File: config.mk
export PLATFORM = sky130hd
export DESIGN_NAME = hc148_prio_irq
export DESIGN_NICKNAME = d
export VERILOG_FILES = /design/src/rtl/hc148_prio_irq.sv
export SDC_FILE = /design/constraint.sdc
export NUM_CORES = 1
export LEC_CHECK = 0
export CAP_MARGIN = 20
export CORE_MARGIN = 2
export CORE_UTILIZATION = 50
export CTS_CLUSTER_SIZE = 10
export DETAILED_ROUTE_END_ITERATION = 16
export PLACE_DENSITY = 0.74
export SYNTH_ARGS = -nofsm -noshare
export SYNTH_HDL_FRONTEND = slang
export SYNTH_SLANG_ARGS = --single-unit
File: constraint.sdc
create_clock -name Clk -period 1.6 [get_ports Clk]
set_input_delay 0.24 -clock Clk [delete_from_list [all_inputs] [get_ports Clk]]
set_output_delay 0.24 -clock Clk [all_outputs]
set_load 0.03 [all_outputs]
File: src/rtl/hc148_prio_irq.sv
// Clocked, parametrised 74HC148-style priority encoder with edge-latched pending requests.
// Optional macro HC148_PRIO_IRQ_MASK_EN adds the IrqMask port to hide pending bits from the search.
module hc148_prio_irq #(
    parameter int WIDTH = 8,
    parameter bit LATCH = 1'b1
) (
    input  logic                       Clk,
    input  logic                       Rst,
    input  logic [WIDTH-1:0]           DataIn,
    input  logic                       EI,
    input  logic                       Ack,
`ifdef HC148_PRIO_IRQ_MASK_EN
    input  logic [WIDTH-1:0]           IrqMask,
`endif
    output logic [$clog2(WIDTH)-1:0]   Dataout,
    output logic                       GS,
    output logic                       EO
);
    localparam int OW = $clog2(WIDTH);

    logic [WIDTH-1:0] s1_q, s2_q, s3_q;
    logic [WIDTH-1:0] s1_d, s2_d, s3_d;
    logic [WIDTH-1:0] pend_q, pend_d;
    logic [WIDTH-1:0] clr, eff, mask;
    logic [OW-1:0]    dout_q, dout_d, idx;
    logic             gs_q, gs_d, eo_q, eo_d;
    logic             ack_ok;

`ifdef HC148_PRIO_IRQ_MASK_EN
    assign mask = IrqMask;
`else
    assign mask = '0;
`endif

    always_comb begin
        s1_d = ~DataIn;
        s2_d = s1_q;
        s3_d = s2_q;

        // Search runs on the registered pending set; later indices overwrite earlier ones.
        eff    = pend_q & ~mask;
        dout_d = '1;
        gs_d   = 1'b1;
        eo_d   = 1'b1;
        if (!EI) begin
            eo_d = 1'b0;
            for (int i = 0; i < WIDTH; i++) begin
                if (eff[i]) begin
                    dout_d = ~OW'(i);
                    gs_d   = 1'b0;
                    eo_d   = 1'b1;
                end
            end
        end

        // Ack only retires what the controller is actually being shown right now.
        idx    = ~dout_q;
        ack_ok = LATCH && Ack && !gs_q && !EI;
        clr    = '0;
        for (int i = 0; i < WIDTH; i++) begin
            if (idx == OW'(i) && !mask[i])
                clr[i] = ack_ok;
        end

        // A fresh edge OR-ed in after the clear keeps a bit alive if both hit together.
        if (LATCH)
            pend_d = (pend_q & ~clr) | (s2_q & ~s3_q);
        else
            pend_d = s2_q;
    end

    always_ff @(posedge Clk) begin
        if (Rst) begin
            s1_q   <= '0;
            s2_q   <= '0;
            s3_q   <= '0;
            pend_q <= '0;
            dout_q <= '1;
            gs_q   <= 1'b1;
            eo_q   <= 1'b1;
        end else begin
            s1_q   <= s1_d;
            s2_q   <= s2_d;
            s3_q   <= s3_d;
            pend_q <= pend_d;
            dout_q <= dout_d;
            gs_q   <= gs_d;
            eo_q   <= eo_d;
        end
    end

    assign Dataout = dout_q;
    assign GS      = gs_q;
    assign EO      = eo_q;
endmodule

==> metrics list <==
- Counting flops and latches in the post-synthesis netlist gives 37.
- Hold-fix buffer count after cts: 0
* Syn Inst Count: 110
- Clock-pin slew was measured on the worst setup and hold paths at 0.11 ns.
- The cell area that synthesis handed to floorplanning was 0.001169 mm².
- Clk_lat worst skew: 0.34 ns
- Among all stages on the critical path, the largest delay is contributed by sky130_fd_sc_hd__dfxtp_1.
- The path class of the tightest hold or removal check is input port to flop.
- Largest fanout of any net on the critical path: 6
- Core outline area: 0.002212 mm²
- Count of unique library cells instantiated by Yosys: 20
- At the pin with the least slew margin, the transition time is 0.4322 ns.
* Worst Path Buf+Inv: 1
* RSZ-0062 raised after global routing: false
- For this design, the sink count on the clock tree is 37.
- Once detailed placement completed, the half-perimeter wirelength came to 1299 µm.
* Last weighted congestion value of the routability-driven placer: 0.7914
- The die is 52.35 µm wide.
* Total power divided by cell area: 1241 mW/mm²
- In this design, the stage delay of the slowest critical-path cell is 0.44 ns.
- After the first detailed-routing iteration, the DRC count stood at 8.
- Routed wire length: 1945 µm
- Count of final max-slew check failures: 0
* Wire length of the first global-routing pass: 3229 µm
- During placement, the flow inserted port buffers numbering 16.
* DRC: 0
- Synth-to-Final Area Change: 25.05%
- STA classifies the critical path startpoint as a flop.
* Leading cell type in the layout, fill and taps excluded: sky130_fd_sc_hd__dfxtp_1
- In the finished design, the share of the clock period the worst path needs comes to 0.9033.
- Internal power comes to 0.001418 W.
- Switching Share: 0.2180
- Seq/Total Area, Yosys: 0.6338
* Total global routing overflow: 0
* Design area: 0.001461 mm²
* Vertical die dimension: 52.35 µm
- Status: finished, final reports clean
- For the final database, setup skew stands at 0.009447 ns.
* Antenna Diode Count: 0
* Leak Pwr: 0.5680 nW
- Max Fclk: 691.9 MHz
- Cells along the critical path: dlygate4sd2_1
- Final setup violating endpoints: 0
- In this run the number of H-tree levels came out at 2.
* Die ar.: 0.002740 mm²
* Number of cell rows: 17
* Initial antenna violation count: 0
- Combinational power share: 0.082
* Placed inst area: 0.001375 mm²
- In the final layout, the share of cells above drive strength 1 is 0.1128.
- Setup TNS: 0 ns
- Cell family with the largest share of critical-path delay: flip-flops
- The routed layout has 801 vias.
- Number of global-route vias before repair: 743
* Net count, final: 144
* Number of buffers added by the clock tree synthesis step: 5
* First-pass iteration count of the detailed router: 4
- Number of hold-slack violations in the final timing report: 0
- Dividing the detail-routed via count by the number of cells gives 4.975.
- Ys Warns: 0
- The worst pin sits at a relative slew slack of 0.7111.
* All-Layer GR Usage: 0.1768
- Classification of the worst setup path: flop to output port
* Largest voltage drop on the vdd net: 1.075 mV
- Avg Cell Area, Syn: 10.62 µm²
- Category of the worst setup path capture point: output port
- TritonCTS built the clock tree.
- Clock network power share: 0.372
- The count of nets left with antenna violations once routing finished came out at 0.
- The worst path needs 1.445 ns of the cycle, external delays included.
- Required time reported for the critical path endpoint: 1.36 ns
- 17 I/O pins were placed.
* Cell at the root of the clock tree: sky130_fd_sc_hd__clkbuf_4
* Max-Cap Viols: 0
* Commonest non-fill, non-tap cells in the layout: sky130_fd_sc_hd__dfxtp_1, sky130_fd_sc_hd__nor2b_1, sky130_fd_sc_hd__nor2_1
* Pin count of the biggest net entering global routing: 34
- In this run the power spent charging and discharging nets is 0.0003954 W.
* Register share of total power: 0.546
* Largest buffer count on any clock path: 2
* Mapped Nets: 122
* Arrival time of data at the critical path endpoint: 1.21 ns
- For this configuration, the core starts out at a cell density of 0.5283.
- WL/cell: 12.08 µm
- Buffers added to address setup during post-CTS repair amount to 0.
## stage by stage
stage	cells	utilization	hold slack [ns]	setup WS [ns]	power, W
after global routing	161	0.6606	0.4052	0.09168	0.001890
after floorplan	110	-	0.3067	0.3477	0.001096
final	161	0.6606	0.4159	0.1548	0.001814
after global placement	153	0.6216	0.4174	0.06644	0.001159
after detailed placement	153	0.6216	0.4204	0.007928	0.001166
after CTS	161	0.6595	0.3985	0.02125	0.001833
## synthesized netlist by cell type
| library cell | n | area, µm² |
|---|---|---|
| sky130_fd_sc_hd__nor2_1 | 13 | 48.80 |
| sky130_fd_sc_hd__dfxtp_1 | 37 | 740.7 |
| sky130_fd_sc_hd__clkbuf_1 | 1 | 3.750 |
| sky130_fd_sc_hd__o31ai_1 | 1 | 7.510 |
| sky130_fd_sc_hd__buf_2 | 1 | 5.000 |
| sky130_fd_sc_hd__or4_4 | 2 | 22.52 |
| sky130_fd_sc_hd__nor3_1 | 1 | 5.000 |
| sky130_fd_sc_hd__nand2_1 | 3 | 11.26 |
| sky130_fd_sc_hd__inv_1 | 9 | 33.78 |
| sky130_fd_sc_hd__o21ai_0 | 1 | 5.000 |
| sky130_fd_sc_hd__a22o_1 | 7 | 61.31 |
| sky130_fd_sc_hd__o21ai_1 | 1 | 5.000 |
| sky130_fd_sc_hd__and4bb_2 | 1 | 12.51 |
| sky130_fd_sc_hd__nor4b_2 | 1 | 15.01 |
| sky130_fd_sc_hd__a21oi_1 | 7 | 35.03 |
| sky130_fd_sc_hd__nor2b_1 | 19 | 118.9 |
| sky130_fd_sc_hd__a31oi_1 | 2 | 12.51 |
| sky130_fd_sc_hd__buf_4 | 1 | 7.510 |
| sky130_fd_sc_hd__a22o_2 | 1 | 10.01 |
| sky130_fd_sc_hd__o21a_1 | 1 | 7.510 |
## path summary, 6_finish.rpt
| path | from | to | slack, ns | cells past startpoint |
|---|---|---|---|---|
| setup / recovery | Dataout[0] | Dataout[0] | 0.15 | 1 |
| hold / removal | DataIn[4] | s1_q[4] | 0.42 | 2 |
| setup reg to reg | Dataout[2] | eff[4] | 0.30 | 3 |
| hold reg to reg | s1_q[1] | s2_q[1] | 0.45 | 1 |
## registers in the layout, indices dropped and copies added, names as in the netlist
name,cells
eff,8
s2_q,8
Dataout,3
EO,1
s3_q,8
GS,1
s1_q,8
## worst reg2reg max path, delay by kind of cell, from the launching register on
kind / cells / cell delay [ns]
flip-flops: 1 / 0.35
AND/OR/NAND/NOR: 1 / 0.46
AO/OA/AOI/OAI: 2 / 0.39
## what timing repair did
item	CTS	global route
gates cloned	0	0
resized for setup	4	1
endpoints found under the setup margin	4	1
## per-layer routing
layer / vias to the layer above / track usage / part of all wire
li1: 406 / - / -
met1: 362 / 0.1706 / 0.40
met2: 26 / 0.2833 / 0.49
met3: 7 / 0.09143 / 0.080
met4: 0 / 0.1325 / 0.031
met5: - / 0 / 0
## area by class of cell
type                       instances  area [µm²]
clock inverter                     2       37.54
multi-input combinational         61       377.9
inverter                           9       33.78
timing repair buffer              18       185.2
clock buffer                       6       51.30
sequential                        37       740.7
tap                               28       35.03
fill                             189       750.7
## power groups by stage
stage          combinational, W  clock (W)  sequential [W]
2_1_floorplan         0.0000751          0         0.00102
3_3_place_gp           0.000149          0         0.00101
3_5_place_dp           0.000154          0         0.00101
4_1_cts                0.000150   0.000691        0.000991
5_1_grt                0.000163   0.000730        0.000997
6_report               0.000148   0.000675        0.000991
## logic make-up after synthesis
family,count (synthesis),share of synthesized area
simple gates,40,0.2002
compound gates,21,0.1231
flops,37,0.6338
buf+inv,12,0.04282
No activity file was read; power rests on OpenSTA's default activity.
